[src/rtl/stack_op_sequencer_if.sv]
// Control bundle between the instruction front end and the CALL/RET sequencer.
interface stack_op_sequencer_if #(
   parameter int DEPTH_W = 4
);
   logic               iCall;
   logic               iRet;
   logic               iAluCmdDec;
   logic               iMemWait;
   logic               oAluCmd;
   logic               oCallCmd;
   logic               oAluOp;
   logic               oSpWe;
   logic               oMemWe;
   logic               oMemRe;
   logic [1:0]         oPcSel;
   logic               oBusy;
   logic               oDone;
   logic               oFault;
   logic [1:0]         oFaultCode;
   logic [DEPTH_W-1:0] oDepth;

   // Front end / decoder side
   modport master (
      output iCall, iRet, iAluCmdDec, iMemWait,
      input  oAluCmd, oCallCmd, oAluOp, oSpWe, oMemWe, oMemRe,
             oPcSel, oBusy, oDone, oFault, oFaultCode, oDepth
   );

   // Sequencer side
   modport slave (
      input  iCall, iRet, iAluCmdDec, iMemWait,
      output oAluCmd, oCallCmd, oAluOp, oSpWe, oMemWe, oMemRe,
             oPcSel, oBusy, oDone, oFault, oFaultCode, oDepth
   );
endinterface

[src/rtl/stack_op_sequencer.sv]
// CALL/RET micro-sequencer: steers SP update, return-address push/pop and PC
// selection, tracks nesting depth and flags overflow/underflow requests.
module stack_op_sequencer #(
   parameter int DEPTH_W = 4
) (
   input logic                 iClk,
   input logic                 iRst_n,
   stack_op_sequencer_if.slave bus
);
   typedef enum logic [2:0] {
      IDLE, C_DEC, C_PUSH, C_JUMP, R_LOAD, R_INC, R_JUMP
   } state_t;

   localparam logic [DEPTH_W-1:0] MAX_DEPTH = '1;

   state_t             state;
   state_t             stateNext;
   logic [DEPTH_W-1:0] depth;
   logic               fault;
   logic [1:0]         faultCode;
   logic               callReq;
   logic               retReq;
   logic               callRej;
   logic               retRej;

   // Request qualification; CALL wins when both are raised
   always_comb begin
      callReq = (state == IDLE) && bus.iCall;
      retReq  = (state == IDLE) && !bus.iCall && bus.iRet;
      callRej = callReq && (depth == MAX_DEPTH);
      retRej  = retReq && (depth == '0);
   end

   // State register
   always_ff @(posedge iClk) begin
      if (!iRst_n) state <= IDLE;
      else         state <= stateNext;
   end

   // Nesting depth and fault reporting
   always_ff @(posedge iClk) begin
      if (!iRst_n) begin
         depth     <= '0;
         fault     <= 1'b0;
         faultCode <= 2'b00;
      end else begin
         fault <= callRej || retRej;
         if (callRej)     faultCode <= 2'b01;
         else if (retRej) faultCode <= 2'b10;
         if (state == C_JUMP)      depth <= depth + 1'b1;
         else if (state == R_JUMP) depth <= depth - 1'b1;
      end
   end

   // Next-state and state-decoded strobes
   always_comb begin
      stateNext    = state;
      bus.oAluCmd  = 1'b0;
      bus.oCallCmd = 1'b0;
      bus.oAluOp   = 1'b0;
      bus.oSpWe    = 1'b0;
      bus.oMemWe   = 1'b0;
      bus.oMemRe   = 1'b0;
      bus.oPcSel   = 2'b00;
      bus.oBusy    = 1'b1;
      bus.oDone    = 1'b0;
      unique case (state)
         IDLE: begin
            bus.oAluCmd = bus.iAluCmdDec;
            bus.oBusy   = 1'b0;
            if (callReq && !callRej)    stateNext = C_DEC;
            else if (retReq && !retRej) stateNext = R_LOAD;
         end
         C_DEC: begin
            bus.oCallCmd = 1'b1;
            bus.oSpWe    = 1'b1;
            stateNext    = C_PUSH;
         end
         C_PUSH: begin
            bus.oMemWe = 1'b1;
            if (!bus.iMemWait) stateNext = C_JUMP;
         end
         C_JUMP: begin
            bus.oPcSel = 2'b01;
            bus.oDone  = 1'b1;
            stateNext  = IDLE;
         end
         R_LOAD: begin
            bus.oMemRe = 1'b1;
            if (!bus.iMemWait) stateNext = R_INC;
         end
         R_INC: begin
            bus.oCallCmd = 1'b1;
            bus.oAluOp   = 1'b1;
            bus.oSpWe    = 1'b1;
            stateNext    = R_JUMP;
         end
         R_JUMP: begin
            bus.oPcSel = 2'b10;
            bus.oDone  = 1'b1;
            stateNext  = IDLE;
         end
         default: stateNext = IDLE;
      endcase
   end

   assign bus.oFault     = fault;
   assign bus.oFaultCode = faultCode;
   assign bus.oDepth     = depth;
endmodule

[src/flat_wrapper.sv]
// flat-port wrapper written by rule: the top's interface ports become plain ports
module stack_op_sequencer_flat 
#(
   parameter int DEPTH_W = 4
)
  (iClk, iRst_n, bus_iCall, bus_iRet, bus_iAluCmdDec, bus_iMemWait, bus_oAluCmd, bus_oCallCmd, bus_oAluOp, bus_oSpWe, bus_oMemWe, bus_oMemRe, bus_oPcSel, bus_oBusy, bus_oDone, bus_oFault, bus_oFaultCode, bus_oDepth);
  stack_op_sequencer_if #(.DEPTH_W(DEPTH_W)) bus_i ();
  input logic iClk;
  input logic iRst_n;
  input wire logic [$bits(bus_i.iCall)-1:0] bus_iCall;
  input wire logic [$bits(bus_i.iRet)-1:0] bus_iRet;
  input wire logic [$bits(bus_i.iAluCmdDec)-1:0] bus_iAluCmdDec;
  input wire logic [$bits(bus_i.iMemWait)-1:0] bus_iMemWait;
  output wire logic [$bits(bus_i.oAluCmd)-1:0] bus_oAluCmd;
  output wire logic [$bits(bus_i.oCallCmd)-1:0] bus_oCallCmd;
  output wire logic [$bits(bus_i.oAluOp)-1:0] bus_oAluOp;
  output wire logic [$bits(bus_i.oSpWe)-1:0] bus_oSpWe;
  output wire logic [$bits(bus_i.oMemWe)-1:0] bus_oMemWe;
  output wire logic [$bits(bus_i.oMemRe)-1:0] bus_oMemRe;
  output wire logic [$bits(bus_i.oPcSel)-1:0] bus_oPcSel;
  output wire logic [$bits(bus_i.oBusy)-1:0] bus_oBusy;
  output wire logic [$bits(bus_i.oDone)-1:0] bus_oDone;
  output wire logic [$bits(bus_i.oFault)-1:0] bus_oFault;
  output wire logic [$bits(bus_i.oFaultCode)-1:0] bus_oFaultCode;
  output wire logic [$bits(bus_i.oDepth)-1:0] bus_oDepth;
  assign bus_i.iCall = bus_iCall;
  assign bus_i.iRet = bus_iRet;
  assign bus_i.iAluCmdDec = bus_iAluCmdDec;
  assign bus_i.iMemWait = bus_iMemWait;
  assign bus_oAluCmd = bus_i.oAluCmd;
  assign bus_oCallCmd = bus_i.oCallCmd;
  assign bus_oAluOp = bus_i.oAluOp;
  assign bus_oSpWe = bus_i.oSpWe;
  assign bus_oMemWe = bus_i.oMemWe;
  assign bus_oMemRe = bus_i.oMemRe;
  assign bus_oPcSel = bus_i.oPcSel;
  assign bus_oBusy = bus_i.oBusy;
  assign bus_oDone = bus_i.oDone;
  assign bus_oFault = bus_i.oFault;
  assign bus_oFaultCode = bus_i.oFaultCode;
  assign bus_oDepth = bus_i.oDepth;
  stack_op_sequencer #(.DEPTH_W(DEPTH_W)) u_core (.iClk(iClk), .iRst_n(iRst_n), .bus(bus_i));
endmodule
[config.mk]
export PLATFORM = sky130hd
export DESIGN_NAME = stack_op_sequencer_flat
export DESIGN_NICKNAME = d
export VERILOG_FILES = /design/src/rtl/stack_op_sequencer_if.sv /design/src/rtl/stack_op_sequencer.sv /design/src/flat_wrapper.sv
export SDC_FILE = /design/constraint.sdc
export NUM_CORES = 1
export LEC_CHECK = 0
export ABC_AREA = 1
export CAP_MARGIN = 20
export CORE_MARGIN = 10
export CORE_UTILIZATION = 45
export CTS_CLUSTER_SIZE = 24
export DETAILED_ROUTE_END_ITERATION = 6
export HOLD_SLACK_MARGIN = 0.03
export PLACE_DENSITY = 0.83
export RECOVER_POWER = 50
export REMOVE_ABC_BUFFERS = 1
export SLEW_MARGIN = 30
export SYNTH_ARGS = -nofsm -noshare
export SYNTH_HDL_FRONTEND = slang
export SYNTH_SLANG_ARGS = --single-unit
[constraint.sdc]
create_clock -name iClk -period 2.9 [get_ports iClk]
set_clock_uncertainty 0.2 [all_clocks]
set_input_delay 0.58 -clock iClk [delete_from_list [all_inputs] [get_ports iClk]]
set_output_delay 0.58 -clock iClk [all_outputs]
set_load 0.01 [all_outputs]
-- Word-level counts from Yosys, hierarchy flattened
Index checks and enable logic that the tools add are counted.
- bits in registers: 10
- input bits: 6
- output and inout bits: 17
- logic and storage cells: 54
- reductions and logical operators: 19
- $add $sub $neg: 2
- multiplexer cells: 17
- equality and inequality tests: 10
- bitwise gates (word level): 1
- operator list (operator ; count):
    $pmux W3 S5 ; 1
    $mux W3 ; 4
    $eq A3 B3 Y1 const B ; 3
    $mux W1 ; 9
    $mux W4 ; 2
    $logic_and A1 B1 Y1 ; 7
    $eq A3 B2 Y1 const B ; 2
    $reduce_or A2 Y1 ; 3
    $add A4 B1 Y4 const B ; 1
    $eq A4 B4 Y1 const B ; 1
    $logic_not A4 Y1 ; 1
    $ne A2 B2 Y1 const B ; 2
    $pmux W2 S2 ; 1
    $reduce_bool A2 Y1 ; 2
    $sub A4 B1 Y4 const B ; 1
    $eq A3 B1 Y1 const B ; 1
    $logic_not A1 Y1 ; 3
    $logic_not A3 Y1 ; 1
    $ne A3 B3 Y1 const B ; 1
    $reduce_and A3 Y1 ; 1
    $logic_or A1 B1 Y1 ; 1
    $not A1 Y1 ; 1

-- Longest topological paths before layout
- depth after elaboration: 9
- mapped depth: 9
- gate-level depth less buffers: 9

-- Worst setup path before layout
No wires, ideal clock.
- path type: flip-flop to flip-flop
- start: reg u_core.state[2]
- end: reg u_core.depth[3] (netlist: u_core.bus.oDepth[3])
- clock period less this slack: 1.741 ns
- library setup time: 0.115 ns
- path buffers: 0
- data required time: 2.585 ns
- slack: 1.159 ns
- data arrival time: 1.426 ns
- cell stages (with the launch flop): 8
- cell sequence: dfxtp_1 inv_1 nand3_4 ha_1 a21oi_1 nand3_1 a21oi_1 nor2_1
- word-level cells in the longest chain between the ends: 2
- elaborated cells between the ends (all ways): 4
- those cells by class: eq/ne: 2; mux: 1; reduce/logical: 1
- RTL lines (element ; RTL line ; text):
    start, declared ; stack_op_sequencer.sv:16 ; state_t state;
    start signal, assigned ; stack_op_sequencer.sv:37 ; else state <= stateNext;
    $eq A3 B2 Y1 / $eq A3 B3 Y1 (equally long branches) ; stack_op_sequencer.sv:50, stack_op_sequencer.sv:51 ;
    $mux W4 / $reduce_bool A2 Y1 (equally long branches) ; - ;
    end signal, assigned ; stack_op_sequencer.sv:50 ; if (state == C_JUMP) depth <= depth + 1'b1;
    end signal, assigned ; stack_op_sequencer.sv:51 ; else if (state == R_JUMP) depth <= depth - 1'b1;
    end, declared ; stack_op_sequencer.sv:18 ; logic [DEPTH_W-1:0] depth;
Parallel ways exist; a longest one is shown, timed or not.
A chain may end at the register's enable or synchronous reset.

-- Worst setup path in the final report
- start: in bus_iAluCmdDec
- end: out bus_oAluCmd
- word-level cells in the longest chain between the ends: 1
- RTL lines (element ; RTL line ; text):
    start, declared ; flat_wrapper.sv:12 ; input wire logic [$bits(bus_i.iAluCmdDec)-1:0] bus_iAluCmdDec;
    $mux W1 ; stack_op_sequencer.sv:67 ; unique case (state)
    end, declared ; flat_wrapper.sv:14 ; output wire logic [$bits(bus_i.oAluCmd)-1:0] bus_oAluCmd;
No other way between the ends.

==> run metrics <==
status finished clean; Yosys warning count 0; Seq/Total Area, Yosys roughly 32%; Layout Utilization 66.44%; Synth Instances 82; H-tree levels 1; max incr delay on CP between 500 and 600 ps; EDFF count, synth 0; period utilization between 80% and 90%; Core ar. ~1300 sq um; P per Cell Area approximately 460 nW/um^2; share of layout cells above drive strength 1 between 10% and 20%; Reg2Reg Depth 7; GPL Wtd Cong between 0.7 and 0.8; chip height between 50 and 60 microns; met1 wire length ~570 microns; CTS Hold Bufs 0; clk slew on worst S/H paths approximately 60 ps; # port buffers 22; WL final between 1 and 1.5 mm; VDD IR-drop max around 220 uV; fin nets 117; max cap viols 0; crit path launch type input pin; drt drc 0; chip width roughly 57 microns; largest net degree at the start of global routing 8; LEAKAGE around 0.42 nW; critical path, cell by cell clkdlybuf4s50_1 > inv_1 > nor2_1 > clkdlybuf4s50_1; Crit path max-delay family buffers and inverters; dpl hpwl between 1 and 1.5 mm; Final Critical Period between 2000 and 2500 ps; Yosys top cell by area dfxtp_1; Reg2Reg Setup Slack approximately 980 ps; num ports 23; crit path DAT 1710 ps; Main synth FF type dfxtp_1; first drt pass iteration count 4; post-route ant nets 0; DR vias/cell approximately 5; RSZ-0062 raised after global routing false; Post-synth ARST share 0%; final setup margin 408.5 ps; Num CTS Buffers 3; Final setup viols 0; met2 routed WL ~720 microns; total grt overflow 0; vias in the first global route 580; largest cells by area after synthesis dfxtp_1 32%, nand2_1 9.1%, a21oi_1 7.2%, inv_1 5.4%, nand3_1 4.8%; f_max approximately 0.4 GHz; CTS Sinks 10; most frequent cell after synthesis nand2_1; row cnt 13; WP buf/inv 3; total die area approximately 3300 sq um; Critical Path Fanout Max 1; DR vias between 600 and 700; Layout area overhead 39.03%; Hold WC Path Type flop to flop; met3 WL post-DR around 150 microns; Skew-Pair Late Insertion Delay ~260 ps; Yosys reg bits 10; Clock Tree Buf Depth 2; Crit. End Element primary output; CTS resizes 0; Hold Path Stages 2; WL per Instance about 12 microns; top cell type's share of synthesized area about 32%; most frequent cell on the critical path clkdlybuf4s50_1; Antenna Cells 0; first-pass GRT wire length between 2 and 2.5 mm; initial antenna violation count 0; Synth cell types 23; Slew @ Worst Pin about 340 ps; syn_area_per_cell roughly 7.6 sq um; worst rel slew slack slightly below 80%; post-CTS setup buffer count 0; WP data required 2120 ps; Synth top cells by count 15 x nand2_1, 10 x dfxtp_1, 9 x a21oi_1, 9 x inv_1, 8 x nor2_1; root buf cell clkbuf_4; total power 0.3967 mW; dpl ws 397.1 ps; Setup TNS 0 ps; DR top layer met4; Initial Util a little under half; CTS tree yes; critical setup path kind input pin to primary output; initial DRC count 11; Slew Limit Fails 0; Post-Syn Area between 600 and 700 sq um; Final Hold Fails 0; Crit path depth 4; GRT Total Usage about a tenth; Critical Path Slowest Stage Cell clkdlybuf4s50_1
## final cells by class
cell class | instances | area, sq um
clock buffers | 3 | 22.52
multi-input cells | 58 | 354.1
well taps | 15 | 18.77
flip-flops and latches | 10 | 200.2
inverters | 13 | 48.80
repair buffers | 22 | 220.2
fillers | 125 | 436.7
## where the power goes
group / switching, mW / total [mW] / leakage, nW / internal [mW]
clock network: 0.0459 / 0.0939 / 0.0138 / 0.0479
registers: 0.0174 / 0.166 / 0.0812 / 0.149
logic: 0.0695 / 0.137 / 0.326 / 0.0671
total: 0.133 / 0.397 / 0.421 / 0.264
## routing by layer
metal  up-vias  global-route usage, %
li1        317                      -
met1       274                  9.328
met2        16                  14.88
met3         4                  6.195
met4         0                  5.034
met5         -                      0
## path summary, 6_finish.rpt
| kind | from | end |
|---|---|---|
| max | bus_iAluCmdDec | bus_oAluCmd |
| min | u_core.bus.oFaultCode[1]$_SDFFE_PP0P_ | u_core.bus.oFaultCode[1]$_SDFFE_PP0P_ |
| max reg2reg | u_core.state[2]$_SDFFE_PN0P_ | u_core.bus.oDepth[3]$_SDFFE_PN0P_ |
| min reg2reg | u_core.bus.oFaultCode[1]$_SDFFE_PP0P_ | u_core.bus.oFaultCode[1]$_SDFFE_PP0P_ |
## layout by cell type (no fill, tap or decap), drive strengths merged, types with 2 or more instances in the layout
master / count
nor2: 11
dfxtp: 10
clkbuf: 3
ha: 2
nand2: 17
inv: 13
a21oi: 9
nand3: 9
clkdlybuf4s50: 16
dlygate4sd3: 6
o21ai: 4
## per-stage QoR
stage	instance area, sq um	cells	hold WS (ps)
final	864.6	121	253.0
after global placement	853.3	118	231.4
after detailed placement	853.3	118	246.3
after CTS	875.8	121	261.2
after floorplan	614.3	81	265.2
after global routing	864.6	121	287.8
## sequential cells by signal (all words and copies together), names as in the netlist
register / cells
u_core.bus.oFaultCode: 2
u_core.bus.oFault: 1
u_core.bus.oDepth: 4
u_core.state: 3
## worst reg2reg max path, delay by kind of cell, from the launching register on
kind,cells,cell delay [ps]
AOI/OAI and AO/OA,2,350
buffers and inverters,1,210
DFF,1,340
and+or+nand+nor,3,350
adders and majority gates,1,360
## cells by family (layout without fill, tap and decap cells)
kind of cell	after synthesis	after routing	share of synthesized area, %
buffers and inverters	14	38	9.054
AND/OR/NAND/NOR	39	39	35.81
flip-flops	10	10	32.19
XOR/XNOR	1	1	1.409
AO/OA/AOI/OAI	15	15	14.28
adder cells (fa/ha/maj)	3	3	7.243
No activity file was read; power rests on OpenSTA's default activity.
